$ cat src/rtl/icache_line_fill.sv
// AXI4 read master that refills one instruction-cache line with a single INCR burst
// and writes each returned word into the cache data array.
module icache_line_fill #(
    parameter int LINE_WORDS = 4,
    parameter int ADDR_WIDTH = 32
) (
    input  logic                          clk,
    input  logic                          rst,
    input  logic                          miss_valid,
    output logic                          miss_ready,
    input  logic [ADDR_WIDTH-1:0]         miss_addr,
    output logic                          fill_we,
    output logic [$clog2(LINE_WORDS)-1:0] fill_word_idx,
    output logic [31:0]                   fill_data,
    output logic                          fill_done,
    output logic                          fill_err,
    output logic                          axi_arid,
    output logic [ADDR_WIDTH-1:0]         axi_araddr,
    output logic [7:0]                    axi_arlen,
    output logic [2:0]                    axi_arsize,
    output logic [1:0]                    axi_arburst,
    output logic                          axi_arvalid,
    input  logic                          axi_arready,
    input  logic                          axi_rid,
    input  logic [31:0]                   axi_rdata,
    input  logic [1:0]                    axi_rresp,
    input  logic                          axi_rlast,
    input  logic                          axi_rvalid,
    output logic                          axi_rready
);

    localparam int IDX_W = $clog2(LINE_WORDS);
    localparam logic [IDX_W-1:0] LAST_IDX = IDX_W'(LINE_WORDS - 1);
    localparam logic [ADDR_WIDTH-1:0] OFF_MASK = ADDR_WIDTH'(LINE_WORDS * 4 - 1);

    typedef enum logic [1:0] {IDLE, ADDR, DATA, DONE} state_t;

    state_t                  state, state_d;
    logic [IDX_W-1:0]        beat_cnt, beat_cnt_d;
    logic                    err, err_d;
    logic                    miss_ready_d, arvalid_d, rready_d;
    logic [ADDR_WIDTH-1:0]   araddr_d;
    logic                    fill_we_d, fill_done_d, fill_err_d;
    logic [IDX_W-1:0]        fill_word_idx_d;
    logic [31:0]             fill_data_d;

    logic                    beat, beat_err, last_beat, req_acc, ar_acc;
    logic [ADDR_WIDTH-1:0]   line_addr;
    logic                    unused_rid;

    assign axi_arid    = 1'b0;
    assign axi_arlen   = 8'(LINE_WORDS - 1);
    assign axi_arsize  = 3'b010;
    assign axi_arburst = 2'b01;
    assign unused_rid  = axi_rid;

    assign line_addr = miss_addr & ~OFF_MASK;
    assign req_acc   = miss_valid && miss_ready;
    assign ar_acc    = axi_arvalid && axi_arready;
    assign beat      = axi_rvalid && axi_rready;
    // Framing is checked against the beat count; rlast never ends the burst.
    assign beat_err  = (axi_rresp != 2'b00) || (axi_rlast != (beat_cnt == LAST_IDX));
    assign last_beat = beat && (beat_cnt == LAST_IDX);

    always_ff @(posedge clk) begin
        if (!rst) begin
            state         <= IDLE;
            beat_cnt      <= '0;
            err           <= 1'b0;
            miss_ready    <= 1'b0;
            axi_arvalid   <= 1'b0;
            axi_araddr    <= '0;
            axi_rready    <= 1'b0;
            fill_we       <= 1'b0;
            fill_word_idx <= '0;
            fill_data     <= '0;
            fill_done     <= 1'b0;
            fill_err      <= 1'b0;
        end else begin
            state         <= state_d;
            beat_cnt      <= beat_cnt_d;
            err           <= err_d;
            miss_ready    <= miss_ready_d;
            axi_arvalid   <= arvalid_d;
            axi_araddr    <= araddr_d;
            axi_rready    <= rready_d;
            fill_we       <= fill_we_d;
            fill_word_idx <= fill_word_idx_d;
            fill_data     <= fill_data_d;
            fill_done     <= fill_done_d;
            fill_err      <= fill_err_d;
        end
    end

    always_comb begin
        state_d = state;
        unique case (state)
            IDLE: if (req_acc)   state_d = ADDR;
            ADDR: if (ar_acc)    state_d = DATA;
            DATA: if (last_beat) state_d = DONE;
            DONE:                state_d = IDLE;
        endcase
    end

    always_comb begin
        beat_cnt_d      = beat_cnt;
        err_d           = err;
        miss_ready_d    = miss_ready;
        arvalid_d       = axi_arvalid;
        araddr_d        = axi_araddr;
        rready_d        = axi_rready;
        fill_we_d       = 1'b0;
        fill_word_idx_d = fill_word_idx;
        fill_data_d     = fill_data;
        fill_done_d     = 1'b0;
        fill_err_d      = 1'b0;
        unique case (state)
            IDLE: begin
                miss_ready_d = 1'b1;
                if (req_acc) begin
                    miss_ready_d = 1'b0;
                    arvalid_d    = 1'b1;
                    araddr_d     = line_addr;
                end
            end
            ADDR: begin
                if (ar_acc) begin
                    arvalid_d  = 1'b0;
                    rready_d   = 1'b1;
                    beat_cnt_d = '0;
                    err_d      = 1'b0;
                end
            end
            DATA: begin
                if (beat) begin
                    fill_we_d       = 1'b1;
                    fill_word_idx_d = beat_cnt;
                    fill_data_d     = axi_rdata;
                    beat_cnt_d      = beat_cnt + 1'b1;
                    err_d           = err || beat_err;
                    if (last_beat) begin
                        rready_d    = 1'b0;
                        fill_done_d = 1'b1;
                        fill_err_d  = err || beat_err;
                    end
                end
            end
            // Raising miss_ready here lets the next request land the cycle after DONE.
            DONE: miss_ready_d = 1'b1;
        endcase
    end

endmodule

$ cat config.mk
export PLATFORM = sky130hd
export DESIGN_NAME = icache_line_fill
export DESIGN_NICKNAME = d
export VERILOG_FILES = /design/src/rtl/icache_line_fill.sv
export SDC_FILE = /design/constraint.sdc
export NUM_CORES = 1
export LEC_CHECK = 0
export CAP_MARGIN = 30
export CORE_UTILIZATION = 35
export DETAILED_ROUTE_END_ITERATION = 10
export MAX_ROUTING_LAYER = met4
export PLACE_DENSITY_LB_ADDON = 0.2
export SLEW_MARGIN = 40
export SYNTH_ARGS = -nofsm -noshare
export SYNTH_HDL_FRONTEND = slang
export SYNTH_SLANG_ARGS = --single-unit
$ cat constraint.sdc
create_clock -name clk -period 2.8 [get_ports clk]
set_input_delay 0.28 -clock clk [delete_from_list [all_inputs] [get_ports clk]]
set_output_delay 0.28 -clock clk [all_outputs]
set_load 0.02 [all_outputs]
==> metrics.md <==
| Metric | Value |
|---|---|
| Slowest library cell on the worst path | `nand3_2` |
| Slew margin rel. | `0.592` |
| CP Max Fanout | `21` |
| Number of diodes | `0` |
| Clock Latency Late Sink | `roughly 0.34 ns` |
| Global-route usage over all layers | `0.179` |
| Buffer and inverter count on the worst path | `2` |
| Hold Crit Class | `flop to flop` |
| Sw frac | `0.288` |
| Final RePlAce weighted congestion | `between 0.7 and 0.8` |
| Crit Path Category | `flop to flop` |
| Post-cts resize count | `0` |
| Post-synth cell types | `34` |
| Tcrit/Tclk final | `0.683` |
| Commonest non-fill, non-tap cell in the layout | `clkdlybuf4s50_1` |
| Clock skew | `about 0.0086 ns` |
| Minimum clock period | `1.91 ns` |
| Total CTS buffers | `9` |
| Postcts setup bufs | `0` |
| Max incr delay on CP | `about 0.44 ns` |
| DR pass1 iterations | `4` |
| Top Ports | `159` |
| Initial antenna violation count | `0` |
| RSZ-0062 raised after global routing | `false` |
| Total number of vias | `between 2000 and 3000` |
| Initial Util | `0.360` |
| # H-tree levels | `3` |
| Comb pwr share | `0.256` |
| IO buf count | `135` |
| P_int | `between 2 and 2.5 mW` |
| Crit start category | `flop` |
| Final #Nets | `560` |
| Worst-Margin Slew | `0.612 ns` |
| Peak VDD IR | `0.389 mV` |
| Crit-path cells | `inv_1 > ha_1 > nand3_2 > buf_4 > nand3_1 > a21oi_1` |
| Register area share after synthesis | `0.497` |
| Setup TNS | `0 ns` |
| Cts hold-fix bufs | `0` |
| Crit path DAT | `roughly 2.1 ns` |
| Synthesized instance count | `roughly 360` |
| Synthesized flop and latch total | `73` |
| MaxCap Viol Count | `0` |
| Yosys top cell area share | `0.497` |
| Drt total wl | `between 7000 and 8000 um` |
| Die ar. | `8780 sq um` |
| LEAKAGE | `1.61 nW` |
| Dpl hpwl | `just over 5000 um` |
| Part of the power in registers | `0.389` |
| Most frequent cells in the layout | `135 x clkdlybuf4s50_1, 130 x nand2_1, 73 x dfxtp_1, 65 x a21oi_1, 18 x conb_1` |
| Largest net degree at the start of global routing | `37` |
| Vias per std cell | `4.51` |
| Layout cells sized above 1 | `0.0576` |
| F_max | `523 MHz` |
| Drt wl/cell | `around 13 um` |
| Slew Viols, Final | `0` |
| Rows | `33` |
| Core Util, Final | `0.551` |
| Mapped Area | `around 2900 sq um` |
| Req. time, crit path | `3.03 ns` |
| Yosys warns | `0` |
| CTS Buffer Depth | `2` |
| Layout area overhead | `53.1%` |
| PD cells | `680 nW/um^2` |
| Drt drc | `0` |
| Die Height | `between 90 and 100 um` |
| Worst Slack Setup Final | `around 0.9 ns` |
| Area of the core | `just over 8000 sq um` |
| Switching power | `about 900 uW` |
| Pre-CTS setup slack | `~0.85 ns` |
| Clock Sinks | `73` |
| Top cells by area, synth | `dfxtp_1 50%, nand2_1 17%, a21oi_1 11%` |
| Syn avg cell area | `around 8.3 sq um` |
| Hold Vio Cnt, Final | `0` |
| Final setup violation count | `0` |
| First-pass GRT wire length | `roughly 12000 um` |
| Top Family by Delay on Critical Path | `simple AND/OR/NAND/NOR gates` |
| GRT Residual Overflow | `0` |
| Status | `complete, no violations` |
| Cell accounting for the most synthesized area | `dfxtp_1` |
| Number of global-route vias before repair | `about 2500` |
| Clock Root Buffer | `clkbuf_8` |
| Clock power frac | `0.355` |
| Clock Pin Slew Worst Setup and Hold Paths | `0.08 ns` |
| Critical path endpoint category | `flop` |
| Final ANT Viol Nets | `0` |
| CTS tree | `yes` |
| 1st-iter DRT viols | `74` |
| Die width | `between 90 and 100 um` |
kinds of logic after synthesis:
kind of cell / share of synthesized area
and+or+nand+nor: 0.200
other: 0.00255
xor gates and xnor gates: 0.00298
muxes: 0.0136
buffers and inverters: 0.107
adders and majority gates: 0.0255
AOI/OAI and AO/OA: 0.151
DFF: 0.497
sequential cells by signal (all words and copies together), names as in the netlist:
name / flops
fill_we: 1
axi_arvalid: 1
fill_done: 1
axi_rready: 1
state: 2
beat_cnt: 2
err: 1
fill_word_idx: 2
fill_data: 32
axi_araddr: 28
fill_err: 1
miss_ready: 1
worst paths after layout:
kind	startpoint	slack, ns	cells after the start	to
min	axi_araddr[13]	0.45	2	axi_araddr[13]
max reg2reg	state[0]	0.89	6	beat_cnt[1]
max	state[0]	0.89	6	beat_cnt[1]
min reg2reg	axi_araddr[13]	0.45	2	axi_araddr[13]
cell type report:
| type | instances | area (sq um) |
|---|---|---|
| clock inverter | 7 | 141 |
| fill | 788 | 3670 |
| clock buffer | 9 | 124 |
| inverter | 5 | 18.8 |
| tap | 105 | 131 |
| multi-input combinational | 252 | 1230 |
| timing repair buffer | 140 | 1400 |
| sequential | 73 | 1460 |
worst min-delay path: cells and delay by family (launching register included):
family             cells  cell delay, ns
AOI/OAI and AO/OA      1            0.05
DFF                    1            0.31
and+or+nand+nor        1            0.05
per-stage QoR:
stage	instance area (sq um)	total power [mW]	hold WS, ns	instances
CTS	4500	3.10	0.457	591
detailed placement	4240	2.01	0.446	575
floorplan	3000	1.72	0.416	371
global placement	4240	1.99	0.441	575
global route	4500	3.23	0.471	591
finish	4500	3.06	0.455	591
routing by layer:
metal  part of all wire  GRT usage
met5                  0          -
met4              0.016     0.0859
met3              0.052     0.0396
met2               0.50      0.300
met1               0.43      0.202
Yosys cell counts:
cell,instances
a21o_1,1
a21boi_4,1
buf_1,1
o21a_1,1
nor3_2,1
o211ai_1,1
mux2i_1,4
inv_1,5
dfxtp_1,73
buf_6,7
xor2_1,1
nand3b_1,1
o21ai_0,2
a211oi_1,1
and4_1,1
a21oi_1,65
nand3_2,1
o211a_1,1
a21oi_2,1
a221oi_2,1
nand2b_1,1
nor3b_1,1
o32ai_2,1
conb_1,2
nand2_1,130
buf_2,8
nand3_1,5
and3_1,2
clkbuf_1,4
or3_1,1
a2111o_1,1
ha_1,6
buf_4,21
nor2_1,2
power by group through the flow:
stage | sequential (mW) | clock, mW | combinational, mW
after CTS | 1.19 | 1.12 | 0.793
after detailed placement | 1.22 | 0 | 0.790
after floorplan | 1.30 | 0 | 0.420
final | 1.19 | 1.09 | 0.784
after global routing | 1.21 | 1.16 | 0.860
after global placement | 1.21 | 0 | 0.781
Note: power is estimated with default switching activity, not from simulation.
